**config.mk**
```make
export PLATFORM = sky130hd
export DESIGN_NAME = iter_alu
export DESIGN_NICKNAME = d
export VERILOG_FILES = /design/src/rtl/iter_alu.sv
export SDC_FILE = /design/constraint.sdc
export NUM_CORES = 1
export LEC_CHECK = 0
export BUFFER_PORTS_ARGS = -buffer_cell sky130_fd_sc_hd__buf_2
export CAP_MARGIN = 30
export CORE_MARGIN = 2
export CORE_UTILIZATION = 35
export CTS_BUF_LIST = sky130_fd_sc_hd__clkbuf_4 sky130_fd_sc_hd__clkbuf_8
export DETAILED_ROUTE_END_ITERATION = 8
export SLEW_MARGIN = 20
export SYNTH_ARGS = -nofsm -noshare
export SYNTH_HDL_FRONTEND = slang
export SYNTH_SLANG_ARGS = --single-unit
export TNS_END_PERCENT = 1
```
**constraint.sdc**
```tcl
create_clock -name clk -period 3.3 [get_ports clk]
set_input_delay 0.495 -clock clk [delete_from_list [all_inputs] [get_ports clk]]
set_output_delay 0.495 -clock clk [all_outputs]
set_load 0.1 [all_outputs]
```
**src/rtl/iter_alu.sv**
```systemverilog
// ---------------------------------------------------------------------------
// iter_alu : multi-cycle ALU with a valid/ready request and result handshake.
//
// Most operations finish one cycle after they are accepted. MUL uses a
// shift-add loop and DIV uses restoring division. Each loop produces one bit
// per cycle for WIDTH cycles.
//
// Ports
//   clk        : single clock, rising edge
//   reset_n    : asynchronous active-low reset
//   in_valid   : request offered
//   in_ready   : block idle and able to accept a request
//   opcode     : 0 ADD 1 SUB 2 MUL 3 DIV 4 SHL 5 SHR 6 ROL 7 ROR
//                8 AND 9 OR A XOR B NOR C NAND D XNOR E GT F EQ
//   operand1/2 : unsigned operands (operand2[SHW-1:0] = shift/rotate amount)
//   out_valid  : result/flags valid, held until out_ready
//   out_ready  : consumer accepts the result
//   result     : operation result (low WIDTH bits for ADD/SUB/MUL)
//   flag_zero  : result == 0
//   flag_ovf   : ADD carry, SUB borrow, MUL product overflow
//   flag_dz    : DIV by zero (result forced to all ones)
// ---------------------------------------------------------------------------
module iter_alu #(
  parameter int WIDTH = 16,
  parameter int SHW   = $clog2(WIDTH)
) (
  input  logic             clk,
  input  logic             reset_n,
  input  logic             in_valid,
  output logic             in_ready,
  input  logic [3:0]       opcode,
  input  logic [WIDTH-1:0] operand1,
  input  logic [WIDTH-1:0] operand2,
  output logic             out_valid,
  input  logic             out_ready,
  output logic [WIDTH-1:0] result,
  output logic             flag_zero,
  output logic             flag_ovf,
  output logic             flag_dz
);

  localparam int CW = $clog2(WIDTH) + 1;

  localparam logic [1:0] S_IDLE = 2'd0;
  localparam logic [1:0] S_BUSY = 2'd1;
  localparam logic [1:0] S_DONE = 2'd2;

  localparam logic [3:0] OP_ADD  = 4'h0;
  localparam logic [3:0] OP_SUB  = 4'h1;
  localparam logic [3:0] OP_MUL  = 4'h2;
  localparam logic [3:0] OP_DIV  = 4'h3;
  localparam logic [3:0] OP_SHL  = 4'h4;
  localparam logic [3:0] OP_SHR  = 4'h5;
  localparam logic [3:0] OP_ROL  = 4'h6;
  localparam logic [3:0] OP_ROR  = 4'h7;
  localparam logic [3:0] OP_AND  = 4'h8;
  localparam logic [3:0] OP_OR   = 4'h9;
  localparam logic [3:0] OP_XOR  = 4'hA;
  localparam logic [3:0] OP_NOR  = 4'hB;
  localparam logic [3:0] OP_NAND = 4'hC;
  localparam logic [3:0] OP_XNOR = 4'hD;
  localparam logic [3:0] OP_GT   = 4'hE;
  localparam logic [3:0] OP_EQ   = 4'hF;

  logic [1:0]         state;
  logic [3:0]         op_q;
  logic [WIDTH-1:0]   a_q;
  logic [WIDTH-1:0]   b_q;
  logic [CW-1:0]      cnt;
  // MUL: {partial product high, multiplier shifting out}.
  // DIV: {remainder, dividend shifting out / quotient shifting in}.
  logic [2*WIDTH-1:0] acc;

  // Rotation is built as a log-shifter of fixed rotates. The total amount is
  // therefore taken modulo WIDTH, which also covers WIDTH that is not a power of two.
  function automatic logic [WIDTH-1:0] rot_left(input logic [WIDTH-1:0] v,
                                                input logic [SHW-1:0]   s);
    logic [WIDTH-1:0] r;
    r = v;
    for (int k = 0; k < SHW; k++) begin
      if (s[k]) r = (r << ((1 << k) % WIDTH)) | (r >> (WIDTH - ((1 << k) % WIDTH)));
    end
    return r;
  endfunction

  function automatic logic [WIDTH-1:0] rot_right(input logic [WIDTH-1:0] v,
                                                 input logic [SHW-1:0]   s);
    logic [WIDTH-1:0] r;
    r = v;
    for (int k = 0; k < SHW; k++) begin
      if (s[k]) r = (r >> ((1 << k) % WIDTH)) | (r << (WIDTH - ((1 << k) % WIDTH)));
    end
    return r;
  endfunction

  // Single-cycle results, computed straight from the request inputs
  logic [WIDTH-1:0] alu_res;
  logic             alu_ovf;
  logic             alu_dz;
  logic [WIDTH:0]   add_ext;
  logic [WIDTH:0]   sub_ext;
  logic [SHW-1:0]   amt;

  always_comb begin
    add_ext = {1'b0, operand1} + {1'b0, operand2};
    sub_ext = {1'b0, operand1} - {1'b0, operand2};
    amt     = operand2[SHW-1:0];
    alu_res = '0;
    alu_ovf = 1'b0;
    alu_dz  = 1'b0;
    case (opcode)
      OP_ADD:  begin alu_res = add_ext[WIDTH-1:0]; alu_ovf = add_ext[WIDTH]; end
      OP_SUB:  begin alu_res = sub_ext[WIDTH-1:0]; alu_ovf = sub_ext[WIDTH]; end
      OP_MUL:  alu_res = '0;
      OP_DIV:  begin alu_res = '1; alu_dz = 1'b1; end  // only used when operand2 == 0
      OP_SHL:  alu_res = operand1 << amt;
      OP_SHR:  alu_res = operand1 >> amt;
      OP_ROL:  alu_res = rot_left(operand1, amt);
      OP_ROR:  alu_res = rot_right(operand1, amt);
      OP_AND:  alu_res = operand1 & operand2;
      OP_OR:   alu_res = operand1 | operand2;
      OP_XOR:  alu_res = operand1 ^ operand2;
      OP_NOR:  alu_res = ~(operand1 | operand2);
      OP_NAND: alu_res = ~(operand1 & operand2);
      OP_XNOR: alu_res = ~(operand1 ^ operand2);
      OP_GT:   alu_res = {{(WIDTH-1){1'b0}}, operand1 > operand2};
      OP_EQ:   alu_res = {{(WIDTH-1){1'b0}}, operand1 == operand2};
      default: alu_res = '0;
    endcase
  end

  // One iteration of the shift-add multiplier or the restoring divider
  logic [WIDTH:0]     mul_sum;
  logic [WIDTH:0]     div_trial;
  logic [WIDTH:0]     div_diff;
  logic               div_ge;
  logic [2*WIDTH-1:0] step_next;

  always_comb begin
    mul_sum   = {1'b0, acc[2*WIDTH-1:WIDTH]} + (acc[0] ? {1'b0, a_q} : '0);
    div_trial = {acc[2*WIDTH-1:WIDTH], acc[WIDTH-1]};
    div_diff  = div_trial - {1'b0, b_q};
    div_ge    = div_trial >= {1'b0, b_q};
    if (op_q == OP_MUL) begin
      step_next = {mul_sum, acc[WIDTH-1:1]};
    end else if (div_ge) begin
      step_next = {div_diff[WIDTH-1:0], acc[WIDTH-2:0], 1'b1};
    end else begin
      step_next = {div_trial[WIDTH-1:0], acc[WIDTH-2:0], 1'b0};
    end
  end

  // reset_n gates in_ready so the block never looks ready while held in reset
  assign in_ready  = (state == S_IDLE) && reset_n;
  assign out_valid = (state == S_DONE);

  always_ff @(posedge clk or negedge reset_n) begin
    if (!reset_n) begin
      state     <= S_IDLE;
      op_q      <= '0;
      a_q       <= '0;
      b_q       <= '0;
      cnt       <= '0;
      acc       <= '0;
      result    <= '0;
      flag_zero <= 1'b0;
      flag_ovf  <= 1'b0;
      flag_dz   <= 1'b0;
    end else begin
      case (state)
        S_IDLE: begin
          if (in_valid) begin
            op_q <= opcode;
            a_q  <= operand1;
            b_q  <= operand2;
            if (opcode == OP_MUL) begin
              acc   <= {{WIDTH{1'b0}}, operand2};
              cnt   <= CW'(WIDTH);
              state <= S_BUSY;
            end else if (opcode == OP_DIV && operand2 != '0) begin
              acc   <= {{WIDTH{1'b0}}, operand1};
              cnt   <= CW'(WIDTH);
              state <= S_BUSY;
            end else begin
              result    <= alu_res;
              flag_zero <= (alu_res == '0);
              flag_ovf  <= alu_ovf;
              flag_dz   <= alu_dz;
              state     <= S_DONE;
            end
          end
        end
        S_BUSY: begin
          acc <= step_next;
          cnt <= cnt - 1'b1;
          if (cnt == CW'(1)) begin
            result    <= step_next[WIDTH-1:0];
            flag_zero <= (step_next[WIDTH-1:0] == '0);
            flag_ovf  <= (op_q == OP_MUL) && (step_next[2*WIDTH-1:WIDTH] != '0);
            flag_dz   <= 1'b0;
            state     <= S_DONE;
          end
        end
        S_DONE: begin
          if (out_ready) state <= S_IDLE;
        end
        default: state <= S_IDLE;
      endcase
    end
  end

endmodule

```
==> flow_metrics.env <==
export IMPL_rsz0062_at_grt="true"
export IMPL_h_tree_depth=3
export IMPL_antenna_cells=0
export IMPL_grt_antenna_before_repair=0
export IMPL_avgSynthCellArea_um2=7.88
export IMPL_cp_max_fo=2
export IMPL_clock_path_buffers=2
export IMPL_violations="setup timing"
export IMPL_r2r_end="flag_ovf$_DFFE_PN0P_"
export IMPL_postSynthCellCount=1486
export IMPL_seq_area_um2=2350
export IMPL_pwr_share_seq_pct=19.0
export IMPL_critPathRequiredTime_ns=3.54
export IMPL_syn_area_um2=11700
export IMPL_peakVddDrop_v=0.000690
export IMPL_pwr_share_comb_pct=73.8
export IMPL_ys_ff_latch=94
export IMPL_wirelength_mm=52.6
export IMPL_crit_type="reg -> reg"
export IMPL_hold_path_class="in -> async"
export IMPL_layout_common_cells="buf_4 (414), nand2_1 (176), o21ai_0 (115)"
export IMPL_fin_ws_ns=-0.0936
export IMPL_fillCellCount=3248
export IMPL_cts_num_sinks=94
export IMPL_crit_path_end_kind="flip-flop"
export IMPL_rows=66
export IMPL_synth_simple_gate_area_share_pct=20.0
export IMPL_dr_pass1_iters=6
export IMPL_drive_gt1_share_pct=34.6
export IMPL_setup_violations=1
export IMPL_cts_root_buf="clkbuf_8"
export IMPL_via_per_inst=5.83
export IMPL_synthXorXnorAreaFrac_pct=2.69
export IMPL_cts_inserted_buffers=9
export IMPL_power_internal_uw=5330
export IMPL_insertion_delay_ns=0.38
export IMPL_chipHeight_um=187
export IMPL_io_buffers=60
export IMPL_synth_area_leaders="dfrtp_1 (20%), ha_1 (8.9%), nand2_1 (5.6%), mux4_2 (5.4%), o21ai_0 (5.2%)"
export IMPL_synth_flop_cell="dfrtp_1"
export IMPL_drt_iter0_drc=1548
export IMPL_fp_dieArea_um2=34900
export IMPL_reg2regPathDepth=15
export IMPL_synth_async_reset_ratio_pct=100
export IMPL_power_leakage_uw=0.00740
export IMPL_synth_top_family_by_area="compound AO/OA/AOI/OAI gates"
export IMPL_place_congestion=1.02
export IMPL_crit_chain="inv_2 -> ha_4 -> inv_2 -> fa_2 -> a21o_1 -> a221o_1 -> a2111oi_4 -> buf_4 -> nor2_1 -> xnor2_1 -> o21ai_1 -> a21boi_1 -> nand4b_1 -> nor4b_2 -> a221oi_1"
export IMPL_outcome="finished, violations left"
export IMPL_p_sw_share_pct=49.5
export IMPL_path_buf_inv=3
export IMPL_crit_end="flag_ovf$_DFFE_PN0P_"
export IMPL_grt_overflow_total=0
export IMPL_p_sw_uw=5230
export IMPL_drc=0
export IMPL_p_per_area_nw_per_um2=658
export IMPL_layoutNonFillerInstCount=2316
export IMPL_grt_pass1_vias=13200
export IMPL_crit_top_cell="inv_2"
export IMPL_relSlewSlack_pct=48.4
export IMPL_route_met3_wl_mm=3.14
export IMPL_period_needed_ns=3.39
export IMPL_synthToLayoutAreaGrowth_pct=37.0
export IMPL_ant_nets=0
export IMPL_max_freq_mhz=295
export IMPL_start_util_pct=35.7
export IMPL_core_um2=32800
export IMPL_wl_met1_mm=23.7
export IMPL_final_hold_viol_count=0
export IMPL_synth_net_count=1613
export IMPL_yosysSeqAreaShare_pct=20.1
export IMPL_worst_pin_slew_ns=0.773
export IMPL_place_worst_setup_slack_ns=-0.877
export IMPL_cp_depth=15
export IMPL_cts_tree="yes"
export IMPL_fin_nets=1996
export IMPL_wl_per_cell_um=22.7
export IMPL_place_hpwl_mm=42.7
export IMPL_route_top_layer_used="met4"
export IMPL_startpoint_type="flip-flop"
export IMPL_wl_met2_mm=23.8
export IMPL_synth_largest_area_cell="dfrtp_1"
export IMPL_die_width_um=187
export IMPL_slew_viol_final=0
export IMPL_multi_input_area_um2=8980
export IMPL_drv_cap=0
export IMPL_synth_edf_count=0
export IMPL_critical_path_startpoint="acc[15]$_DFFE_PN0P_"
export IMPL_yosysWarnings=0
export IMPL_rr_startpoint="acc[15]$_DFFE_PN0P_"
export IMPL_worst_path_largest_cell_delay_ns=0.40
export IMPL_synth_adder_area_share_pct=9.55
export IMPL_path_delay_family="compound AO/OA/AOI/OAI gates"
export IMPL_vias=13500
export IMPL_grt_pass1_wl_mm=79.7
export IMPL_muxShareOfSynthArea_pct=14.1
export IMPL_crit_arrival_ns=3.63
export IMPL_grt_max_degree=58
export IMPL_track_usage_pct=29.5
export IMPL_period_share_pct=103
export IMPL_post_place_cells=2291
export IMPL_synth_compound_area_share_pct=26.9
export IMPL_clk_pin_slew_ns=0.11
export IMPL_r2r_slack_ns=-0.09
export IMPL_ys_types=86
export IMPL_fin_worst_skew_ns=0.0181
export IMPL_clkPwrFrac_pct=7.2
export IMPL_final_common_cell="buf_4"
export IMPL_synth_top_area_share_pct=20.1
export IMPL_top_level_ports=61
export IMPL_crit_slowest_cell="dfrtp_1"
## cell families after synthesis
| logic type | count (synthesis) |
|---|---|
| mux | 117 |
| xor+xnor | 36 |
| simple gates | 489 |
| fa+ha+maj | 87 |
| flops | 94 |
| buf+inv | 188 |
| compound gates | 475 |
## how the worst min path moves through the flow
| stage | cells past startpoint | slack, ns | endpoint |
|---|---|---|---|
| floorplan | 0 | 0.20 | a_q[0]$_DFFE_PN0P_ |
| global placement | 1 | 0.45 | result[0]$_DFFE_PN0P_ |
| detailed placement | 2 | 0.47 | result[13]$_DFFE_PN0P_ |
| CTS | 2 | 0.24 | cnt[0]$_DFFE_PN0P_ |
| global route | 2 | 0.25 | result[9]$_DFFE_PN0P_ |
| finish | 2 | 0.23 | result[8]$_DFFE_PN0P_ |
## power by group through the flow
| stage | Combinational [µW] | Sequential (µW) | Clock (µW) |
|---|---|---|---|
| 2_1_floorplan | 3730 | 2660 | 0 |
| 3_3_place_gp | 7040 | 2000 | 0 |
| 3_5_place_dp | 7130 | 2010 | 0 |
| 4_1_cts | 7410 | 2000 | 770 |
| 5_1_grt | 8390 | 2080 | 814 |
| 6_report | 7790 | 2010 | 759 |
## per-stage QoR
stage          setup TNS, ns  hold slack [ns]  power [µW]  utilization (%)  instance area [µm²]
6_report             -0.0936            0.226       10600             48.9                16000
5_1_grt               -0.531            0.248       11300             48.9                16000
4_1_cts              -0.0451            0.245       10200             48.3                15800
3_5_place_dp           -3.75            0.466        9150             47.1                15500
3_3_place_gp           -4.08            0.454        9030             47.1                15500
2_1_floorplan              0            0.199        6390                -                11800
## routing by layer
metal  GRT usage, %  up-vias
met1           40.5     6609
met3           4.30       91
met2           47.5      507
met5              0        -
met4           10.0        0
li1               -     6286
## what timing repair did
action                     4_1_cts  5_1_grt
gates resized for setup         40       32
pin swaps                       18       18
buffers inserted                 7        3
hold buffers                     0        0
setup endpoints to repair        2        7
## Yosys cell counts, drive strengths merged (7+ instances only)
library cell,number
xor2,12
nand4,9
a22o,17
o211ai,13
a21o,22
and2,22
nand2,176
nand2b,15
nor4,20
dfrtp,94
o22ai,28
o31ai,14
nor2b,15
mux2,41
buf,39
xnor2,24
inv,72
o21ai,122
a221oi,9
nor2,111
a221o,7
a22oi,10
a2111oi,7
o21bai,8
and3,12
or3,8
o21a,7
ha,83
nor3b,9
a211oi,23
clkbuf,76
o32ai,7
a31oi,12
a21oi,104
nor3,23
nand3,40
mux4,33
mux2i,43
a211o,7
## sequential cells by signal (all words and copies together) (netlist names)
| name | flops |
|---|---|
| acc | 32 |
| b_q | 16 |
| flag_dz | 1 |
| result | 16 |
| flag_ovf | 1 |
| op_q | 4 |
| a_q | 16 |
| cnt | 5 |
| flag_zero | 1 |
| state | 2 |
## final cells by class
cell class | count | area share [%]
Tap cell | 442 | 3.45
Clock buffer | 11 | 0.866
Inverter | 73 | 1.80
Multi-Input combinational cell | 1204 | 56.0
Sequential cell | 94 | 14.7
Timing Repair Buffer | 487 | 22.9
Clock inverter | 5 | 0.273
No activity file was read; power rests on OpenSTA's default activity.
